--- config.mk ---
export PLATFORM = sky130hd
export DESIGN_NAME = pc_next_unit
export DESIGN_NICKNAME = d
export VERILOG_FILES = /design/src/rtl/mips_pkg.sv /design/src/rtl/pc_target_mux.sv /design/src/rtl/pc_next_unit.sv
export SDC_FILE = /design/constraint.sdc
export NUM_CORES = 1
export LEC_CHECK = 0
export ABC_AREA = 1
export CAP_MARGIN = 25
export CORE_MARGIN = 5
export CORE_UTILIZATION = 48
export CTS_CLUSTER_SIZE = 10
export DETAILED_ROUTE_END_ITERATION = 7
export PLACE_DENSITY = 0.83
export SLEW_MARGIN = 20
export SYNTH_ARGS = -nofsm -noshare
export SYNTH_HDL_FRONTEND = slang
export SYNTH_HIERARCHICAL = 1
export SYNTH_SLANG_ARGS = --single-unit
--- constraint.sdc ---
create_clock -name i_clk -period 2.7 [get_ports i_clk]
set_clock_uncertainty 0.15 [all_clocks]
set_input_delay 0.27 -clock i_clk [delete_from_list [all_inputs] [get_ports i_clk]]
set_output_delay 0.27 -clock i_clk [all_outputs]
set_load 0.02 [all_outputs]
--- src/rtl/mips_pkg.sv ---
// Shared types and constants for the MIPS-32 fetch front end:
// PC source encoding, fetch FSM states and the fixed vectors.
package mips_pkg;

    localparam int WIDTH_DEFAULT = 32;
    localparam int J_INDEX_W     = 26;

    localparam logic [31:0] RESET_VECTOR_DEFAULT = 32'h0000_0000;
    localparam logic [31:0] EXC_VECTOR_DEFAULT   = 32'h8000_0180;

    typedef enum logic [2:0] {
        SRC_SEQ,
        SRC_BR,
        SRC_J,
        SRC_JR,
        SRC_EXC
    } pc_src_e;

    typedef enum logic {
        RUN,
        HOLD
    } pc_state_e;

    // Only word-aligned fetch addresses are legal.
    function automatic logic misaligned(input logic [1:0] lsb);
        return lsb != 2'b00;
    endfunction

endpackage

--- src/rtl/pc_target_mux.sv ---
// Combinational next-PC target formation and source priority encoder
// (exception > jump-register > jump > branch > sequential).
module pc_target_mux
    import mips_pkg::*;
#(
    parameter int          WIDTH      = WIDTH_DEFAULT,
    parameter logic [31:0] EXC_VECTOR = EXC_VECTOR_DEFAULT,
    parameter int unsigned STEP       = 4
) (
    input  logic [WIDTH-1:0]     pc_i,
    input  logic                 branch_taken_i,
    input  logic [15:0]          branch_imm_i,
    input  logic                 jump_sel_i,
    input  logic [J_INDEX_W-1:0] jump_index_i,
    input  logic                 jr_sel_i,
    input  logic [WIDTH-1:0]     jr_target_i,
    input  logic                 exc_i,
    output logic [WIDTH-1:0]     seq_o,
    output logic [WIDTH-1:0]     target_o,
    output pc_src_e              src_o
);

    logic [WIDTH-1:0] br_off;
    logic [WIDTH-1:0] br_target;
    logic [WIDTH-1:0] j_target;

    assign seq_o     = pc_i + WIDTH'(STEP);
    assign br_off    = {{(WIDTH-18){branch_imm_i[15]}}, branch_imm_i, 2'b00};
    assign br_target = seq_o + br_off;
    // Jump keeps the upper region bits of the delay-slot address.
    assign j_target  = {seq_o[WIDTH-1:28], jump_index_i, 2'b00};

    always_comb begin
        target_o = seq_o;
        src_o    = SRC_SEQ;
        if (exc_i) begin
            target_o = WIDTH'(EXC_VECTOR);
            src_o    = SRC_EXC;
        end else if (jr_sel_i) begin
            target_o = jr_target_i;
            src_o    = SRC_JR;
        end else if (jump_sel_i) begin
            target_o = j_target;
            src_o    = SRC_J;
        end else if (branch_taken_i) begin
            target_o = br_target;
            src_o    = SRC_BR;
        end
    end

endmodule

--- src/rtl/pc_next_unit.sv ---
// Registered program counter with prioritised next-PC selection, a one-entry
// redirect buffer that survives stalls, and misaligned jump-register trapping.
module pc_next_unit
    import mips_pkg::*;
#(
    parameter int          WIDTH        = WIDTH_DEFAULT,
    parameter logic [31:0] RESET_VECTOR = RESET_VECTOR_DEFAULT,
    parameter logic [31:0] EXC_VECTOR   = EXC_VECTOR_DEFAULT,
    parameter int unsigned STEP         = 4
) (
    input  logic                 i_clk,
    input  logic                 i_rst_n,
    input  logic                 i_stall,
    input  logic                 i_branch_taken,
    input  logic [15:0]          i_branch_imm,
    input  logic                 i_jump_sel,
    input  logic [J_INDEX_W-1:0] i_jump_index,
    input  logic                 i_jr_sel,
    input  logic [WIDTH-1:0]     i_jr_target,
    input  logic                 i_exc,
    output logic [WIDTH-1:0]     o_pc,
    output logic [WIDTH-1:0]     o_pc_plus4,
    output logic                 o_redirect,
    output logic                 o_addr_err,
    output logic                 o_pending
);

    localparam logic [WIDTH-1:0] EXC_ADDR   = WIDTH'(EXC_VECTOR);
    localparam logic [WIDTH-1:0] RESET_ADDR = WIDTH'(RESET_VECTOR);

    pc_state_e        state_q, state_d;
    logic [WIDTH-1:0] pc_q, pc_d;
    logic             redirect_q, redirect_d;
    logic             addr_err_q, addr_err_d;
    logic [WIDTH-1:0] buf_target_q, buf_target_d;
    logic             buf_exc_q, buf_exc_d;
    logic             buf_jr_q, buf_jr_d;

    logic [WIDTH-1:0] seq;
    logic [WIDTH-1:0] mux_target;
    pc_src_e          mux_src;
    logic             mux_req;
    logic             mux_bad_jr;

    pc_target_mux #(
        .WIDTH      (WIDTH),
        .EXC_VECTOR (EXC_VECTOR),
        .STEP       (STEP)
    ) u_target_mux (
        .pc_i           (pc_q),
        .branch_taken_i (i_branch_taken),
        .branch_imm_i   (i_branch_imm),
        .jump_sel_i     (i_jump_sel),
        .jump_index_i   (i_jump_index),
        .jr_sel_i       (i_jr_sel),
        .jr_target_i    (i_jr_target),
        .exc_i          (i_exc),
        .seq_o          (seq),
        .target_o       (mux_target),
        .src_o          (mux_src)
    );

    assign mux_req    = (mux_src != SRC_SEQ);
    assign mux_bad_jr = (mux_src == SRC_JR) && misaligned(mux_target[1:0]);

    always_comb begin
        state_d      = state_q;
        pc_d         = pc_q;
        redirect_d   = 1'b0;
        addr_err_d   = 1'b0;
        buf_target_d = buf_target_q;
        buf_exc_d    = buf_exc_q;
        buf_jr_d     = buf_jr_q;
        unique case (state_q)
            RUN: begin
                if (!i_stall) begin
                    pc_d       = mux_bad_jr ? EXC_ADDR : mux_target;
                    redirect_d = mux_req;
                    addr_err_d = mux_bad_jr;
                end else if (mux_req) begin
                    buf_target_d = mux_target;
                    buf_exc_d    = (mux_src == SRC_EXC);
                    buf_jr_d     = (mux_src == SRC_JR);
                    state_d      = HOLD;
                end
            end
            HOLD: begin
                if (i_stall) begin
                    // An exception already in the buffer is never displaced.
                    if (mux_src == SRC_EXC || (mux_req && !buf_exc_q)) begin
                        buf_target_d = mux_target;
                        buf_exc_d    = (mux_src == SRC_EXC);
                        buf_jr_d     = (mux_src == SRC_JR);
                    end
                end else begin
                    if (i_exc) begin
                        pc_d = EXC_ADDR;
                    end else if (buf_jr_q && misaligned(buf_target_q[1:0])) begin
                        pc_d       = EXC_ADDR;
                        addr_err_d = 1'b1;
                    end else begin
                        pc_d = buf_target_q;
                    end
                    redirect_d = 1'b1;
                    state_d    = RUN;
                end
            end
            default: state_d = RUN;
        endcase
    end

    always_ff @(posedge i_clk) begin
        if (!i_rst_n) begin
            state_q      <= RUN;
            pc_q         <= RESET_ADDR;
            redirect_q   <= 1'b0;
            addr_err_q   <= 1'b0;
            buf_target_q <= '0;
            buf_exc_q    <= 1'b0;
            buf_jr_q     <= 1'b0;
        end else begin
            state_q      <= state_d;
            pc_q         <= pc_d;
            redirect_q   <= redirect_d;
            addr_err_q   <= addr_err_d;
            buf_target_q <= buf_target_d;
            buf_exc_q    <= buf_exc_d;
            buf_jr_q     <= buf_jr_d;
        end
    end

    assign o_pc       = pc_q;
    assign o_pc_plus4 = seq;
    assign o_redirect = redirect_q;
    assign o_addr_err = addr_err_q;
    assign o_pending  = (state_q == HOLD);

endmodule
**Word level (Yosys, flattened, before mapping)**

Cells that the tools add are included.

- $add $sub $neg: 2
- Equality and inequality tests: 8
- Multiplexer cells: 41
- Bitwise gates (word level): 1
- Reductions and logical operators: 10

Operator list:

| operator | count |
|---|---|
| $mux W32 | 13 |
| $pmux W32 S2 | 2 |
| $add A32 B3 Y32 const B | 1 |
| $add A32 B32 Y32 | 1 |
| $mux W1 | 18 |
| $ne A2 B2 Y1 const B | 5 |
| $pmux W1 S2 | 5 |
| $mux W3 | 3 |
| $reduce_and A4 Y1 | 1 |
| $reduce_bool A2 Y1 | 2 |
| $eq A3 B2 Y1 const B | 1 |
| $eq A3 B3 Y1 const B | 1 |
| $logic_and A1 B1 Y1 | 3 |
| $reduce_bool A3 Y1 | 1 |
| $ne A2 B1 Y1 const B | 1 |
| $reduce_and A2 Y1 | 1 |
| $logic_not A1 Y1 | 1 |
| $logic_or A1 B1 Y1 | 1 |
| $not A1 Y1 | 1 |

- Register bits after elaboration: 69
- Input port bits: 81
- Output and inout port bits: 67

**Depth between registers and ports, before layout**

- Depth in word-level cells: 11
- Gate-level depth with buffers: 26
- Mapped depth without buffers: 25

**Cells and area by module**

The synthesis kept the hierarchy.

Modules (own cells, without submodules):

| module | instances | cells each | area an instance (um2) | seq. area each (um2) |
|---|---|---|---|---|
| pc_target_mux | 1 | 882 | 4,221.5 | 0.0 |
| pc_next_unit | 1 | 445 | 3,062.9 | 1,381.3 |

**Least setup slack after synthesis**

Ideal clock, no wire load.

- Path kind: register to register
- From: register pc_q[2], in the netlist o_pc[2]
- To: register pc_q[12], in the netlist o_pc[12]
- Setup time: 117 ps
- Data arrival time: 3,070 ps
- Required time: 2,433 ps
- Slack: -637 ps
- Stages on the path, launching flop included: 19
- Buffers on the path: 0
- Period minus slack after synthesis: 3,337 ps
- Path through: dfxtp_1 > ha_1 > nand3_1 > inv_1 > nand2_1 > xnor2_1 > ha_1 > nand2_1 > inv_1 > nand2_1 > nand2_1 > nand3b_1 > or2_2 > nand3_1 > a31oi_1 > inv_1 > nor2_1 > nor2_1 > nor2_1

- Cells in the longest elaborated chain, start to end: 9

RTL lines:

| item | line | source |
|---|---|---|
| start: declaration | pc_next_unit.sv:32 | `logic [WIDTH-1:0] pc_q, pc_d;` |
| start signal: assignment | pc_next_unit.sv:123 | `pc_q <= pc_d;` |
| $add A32 B3 Y32 | pc_target_mux.sv:27 | `assign seq_o = pc_i + WIDTH'(STEP);` |
| via o_pc_plus4[10] | pc_next_unit.sv:22 | `output logic [WIDTH-1:0] o_pc_plus4,` |
| $add A32 B32 Y32 | pc_target_mux.sv:29 | `assign br_target = seq_o + br_off;` |
| $mux W32 | pc_target_mux.sv:45 | `end else if (branch_taken_i) begin` |
| $mux W32 | pc_target_mux.sv:42 | `end else if (jump_sel_i) begin` |
| $mux W32 | pc_target_mux.sv:39 | `end else if (jr_sel_i) begin` |
| $mux W32 | pc_target_mux.sv:36 | `if (exc_i) begin` |
| $mux W32 | pc_next_unit.sv:77 | `pc_d = mux_bad_jr ? EXC_ADDR : mux_target;` |
| $mux W32 | pc_next_unit.sv:76 | `if (!i_stall) begin` |
| $pmux W32 S2 | pc_next_unit.sv:74 | `unique case (state_q)` |

The timed path passes the listed nets, and every way through them passes these cells. The select of a mux whose other input is x is not followed.
A chain may end at the register's enable or synchronous reset.

**Worst setup path after layout**

- From: register pc_q[15], in the netlist o_pc[15]
- To: register pc_q[30], in the netlist o_pc[30]

- Cells in the longest elaborated chain, start to end: 9

RTL lines:

| item | line |
|---|---|
| $add A32 B3 Y32 (*) | pc_target_mux.sv:27 |
| $add A32 B32 Y32 | pc_target_mux.sv:29 |
| $mux W32 | pc_target_mux.sv:45 |
| $mux W32 (*) | pc_target_mux.sv:42 |
| $mux W32 (*) | pc_target_mux.sv:39 |
| $mux W32 (*) | pc_target_mux.sv:36 |
| $mux W32 (*) | pc_next_unit.sv:77 |
| $mux W32 (*) | pc_next_unit.sv:76 |
| $pmux W32 S2 (*) | pc_next_unit.sv:74 |

Every way passes the cells marked *; elsewhere a longest branch is shown, timed or not. The select of a mux whose other input is x is not followed.

==> run_results.csv <==
group,metric,value,unit
floorplanning,die_area,17740,um^2
worst_hold_path,hp-class,"register to register",
route,ant_nets,0,
worst_setup_path,reg2regPathDepth,22,
clocking,htreeDepth,3,
global_routing,antenna_found_initial,0,
synthesis,async_reset_ff_share,0,%
synthesis,synthTopCellsByArea,"nand2_1 (20%), dfxtp_1 (19%), inv_1 (9.8%)",
clocking,cts_buffers,9,
timing,rsz0062_at_grt,"true",
route,post_drt_via_cell_ratio,6.250,
power,p_per_area,374.2,nW/um^2
power,power_frac_seq,22.6,%
worst_setup_path,cp_slowest_stage_delay,360,ps
layout,post-route-util,90.31,%
run,cap_violations,0,
floorplanning,pin_count,148,
power,power_frac_comb,50.9,%
clocking,cts-root-buf,"clkbuf_16",
timing,min_period,3587,ps
synthesis,synth_cells,1327,
synthesis,yosysSeqAreaShare,18.96,%
route,drt-total-wl,44.36,mm
synthesis,ys_warn_count,6,
floorplanning,core,15030,um^2
worst_setup_path,start_kind,"register",
worst_setup_path,crit_end,"o_pc[30]",
timing,tightestPinTransition,1028,ps
power,p_switching,2.012,mW
status,violations,"design-rule violations, negative setup slack",
route,wl_per_cell,23.26,um
synthesis,yosys.area.top_type,"nand2_1",
power,p_leak,6.322,nW
synthesis,yosys.area.top_type_share,19.79,%
worst_setup_path,cp_slowest_cell,"dfxtp_4",
placed_design,gp_congestion,1.026,
worst_setup_path,r2r-end,"o_pc[30]",
layout,drive_gt1_share,42.12,%
floorplanning,rows,45,
synthesis,ys_types,44,
worst_setup_path,ff2ff_setup_slack,-890,ps
clocking,ctsHoldBuffers,0,
route,drc,6,
synthesis,synth_edf_count,0,
route,drt-pass1-iter-count,8,
placed_design,port_buffers,147,
route,drtIter0Drc,1593,
worst_setup_path,crit_fanout,4,
worst_setup_path,timing.rr.start,"o_pc[15]",
global_routing,grt_start_max_net_pins,53,
global_routing,gr-total-overflow,0,
timing,max_freq,278.8,MHz
clocking,clkSlewWorstSetupHoldPaths,50,ps
worst_setup_path,crit_chain,"inv_1, buf_4, nor3_1, nand4_1, nand2_1, inv_2, ha_4, nand2_2, inv_1, nand2_1, nand2_2, a21oi_4, nor2_2, nor2_2, nand2_1, nand2_1, nand3_2, a21oi_4, inv_1, nor2_1, nor2_1, nor2_1",
synthesis,synthesis.area,7284,um^2
timing,fin_crit_sh,132.9,%
clocking,cts_max_path_buffers,2,
floorplanning,fp.dieH,133.2,um
worst_setup_path,end_kind,"register",
placed_design,hpwlAfterDp,25.40,mm
status,status,"finished with violations",
synthesis,synth_nets,1445,
worst_setup_path,worstPathArrival,3710,ps
layout,nNetsFinal,1832,
worst_setup_path,cp_common_cell,"nand2_1",
layout,num_antenna_cells,0,
worst_setup_path,cp.required,2820,ps
power,clockPowerShare,26.5,%
timing,setup_ws,-887.0,ps
global_routing,grt_pass1_wl,52.87,mm
timing,relSlewSlack,31.47,%
clocking,cts_tree,"yes",
floorplanning,die_w,133.2,um
route,vias,11920,
clocking,insertion_delay,340,ps
synthesis,ys_ff_latch,69,
clocking,cts_sinks,69,
power,internal-power,3.069,mW
worst_setup_path,critPathLaunch,"o_pc[15]",
timing,hold_violations,0,
timing,drv_slew,0,
global_routing,grtUsageTotal,37.16,%
synthesis,avgSynthCellArea,5.489,um^2
power,ir_worst_vdd,0.4659,mV
power,switching_share,39.59,%
worst_setup_path,path_class,"register to register",
layout,synthToLayoutAreaGrowth,86.38,%
floorplanning,start_util,48.46,%
global_routing,first_global_vias,10150,
power,finalPower,5.081,mW
timing,finalSetupViolCount,58,
synthesis,synthFlopType,"dfxtp_1",
[cell usage after synthesis (12+ instances only)]
cell      count
nand3_1     131
nand4_1      17
inv_1       190
buf_2        14
a21oi_1     100
ha_1         36
clkbuf_1     24
nand2_1     384
dfxtp_1      69
xor2_1       12
nor2_1      182
o21ai_0      66
[cell families (layout without fill, tap and decap cells)]
logic type      after synthesis  count (layout)  synth area share (%)
buf+inv                     245             637                 13.60
compound gates              196             196                 14.43
fa+ha+maj                    37              37                 6.458
simple gates                763             763                 44.40
flops                        69              69                 18.96
xor+xnor                     17              17                 2.147
[routing by layer]
layer	wire, um	GRT usage, %
met1	14470	45.66
met3	5364	4.607
met5	0	0
met4	4513	16.51
met2	20010	65.10
[final cells by class]
cell class                 instances  area (um^2)
fill                             732         1456
inverter                         195        757.0
clock buffer                      13        304.0
sequential                        69         1455
timing repair buffer             426         3770
multi-input combinational       1013         7009
tap                              188        235.2
clock inverter                     3        46.29
[cell usage in the layout, fill, tap and decap left out, drive strengths merged]
cell,instances
o221ai,6
nor2,191
nand4,17
dfxtp,69
a21o,4
nand2,392
xor2,13
nor3b,1
fa,1
ha,36
o22ai,5
clkdlybuf4s50,129
dlymetal6s2s,2
nand3,133
a21oi,101
clkinv,5
nand3b,10
inv,191
o21bai,5
a211oi,1
clkdlybuf4s15,1
clkinvlp,1
o211ai,2
a31oi,3
xnor2,4
clkbuf,14
o21ai,69
bufinv,1
nor3,11
buf,279
nor4,1
or2,6
dlygate4sd2,14
and2,1
[critical path, delay by kind of cell, from the launching register on]
kind / cells / cell delay [ps]
simple gates: 14 / 1930
fa+ha+maj: 1 / 250
flops: 1 / 360
buf+inv: 5 / 460
compound gates: 2 / 360
[through the flow]
step                TNS [ps]  cell area, um^2  hold WS [ps]  instances  worst slack [ps]
detailed placement    -26290            10950         306.2       1831            -713.0
global route          -35160            13580         367.9       1907             -1005
finish                -31160            13580         333.3       1907            -887.0
floorplan              -1573             7787         199.3       1327            -121.8
global placement      -25520            10950         298.7       1831            -752.3
CTS                   -15940            12400         315.0       1879            -524.8
[power groups by stage]
stage / registers (mW) / clock network (mW) / logic [mW]
6_report: 1.15 / 1.35 / 2.59
5_1_grt: 1.16 / 1.39 / 2.66
4_1_cts: 1.14 / 1.34 / 2.06
3_5_place_dp: 1.16 / 0 / 1.79
3_3_place_gp: 1.16 / 0 / 1.77
2_1_floorplan: 1.20 / 0 / 0.878
[sequential cells by signal, summed over array words and instances, names as in the netlist]
name / cells
buf_exc_q: 1
o_redirect: 1
buf_target_q: 32
o_addr_err: 1
buf_jr_q: 1
o_pending: 1
o_pc: 32
[worst min path at each step]
stage	start	endpoint	slack (ps)	depth (start not counted)
2_1_floorplan	i_stall	o_redirect	200	1
3_3_place_gp	buf_exc_q	buf_exc_q	300	2
3_5_place_dp	buf_exc_q	buf_exc_q	310	2
4_1_cts	buf_exc_q	buf_exc_q	310	2
5_1_grt	buf_exc_q	buf_exc_q	370	2
6_report	buf_target_q[27]	buf_target_q[27]	330	2
[repair_timing]
| item | in CTS | in global routing |
|---|---|---|
| buffers inserted | 33 | 29 |
| setup endpoints to repair | 75 | 63 |
| pin swaps | 111 | 139 |
| gates resized for setup | 239 | 235 |
| hold endpoints to repair | 0 | 0 |
Note: power is estimated with default switching activity, not from simulation.
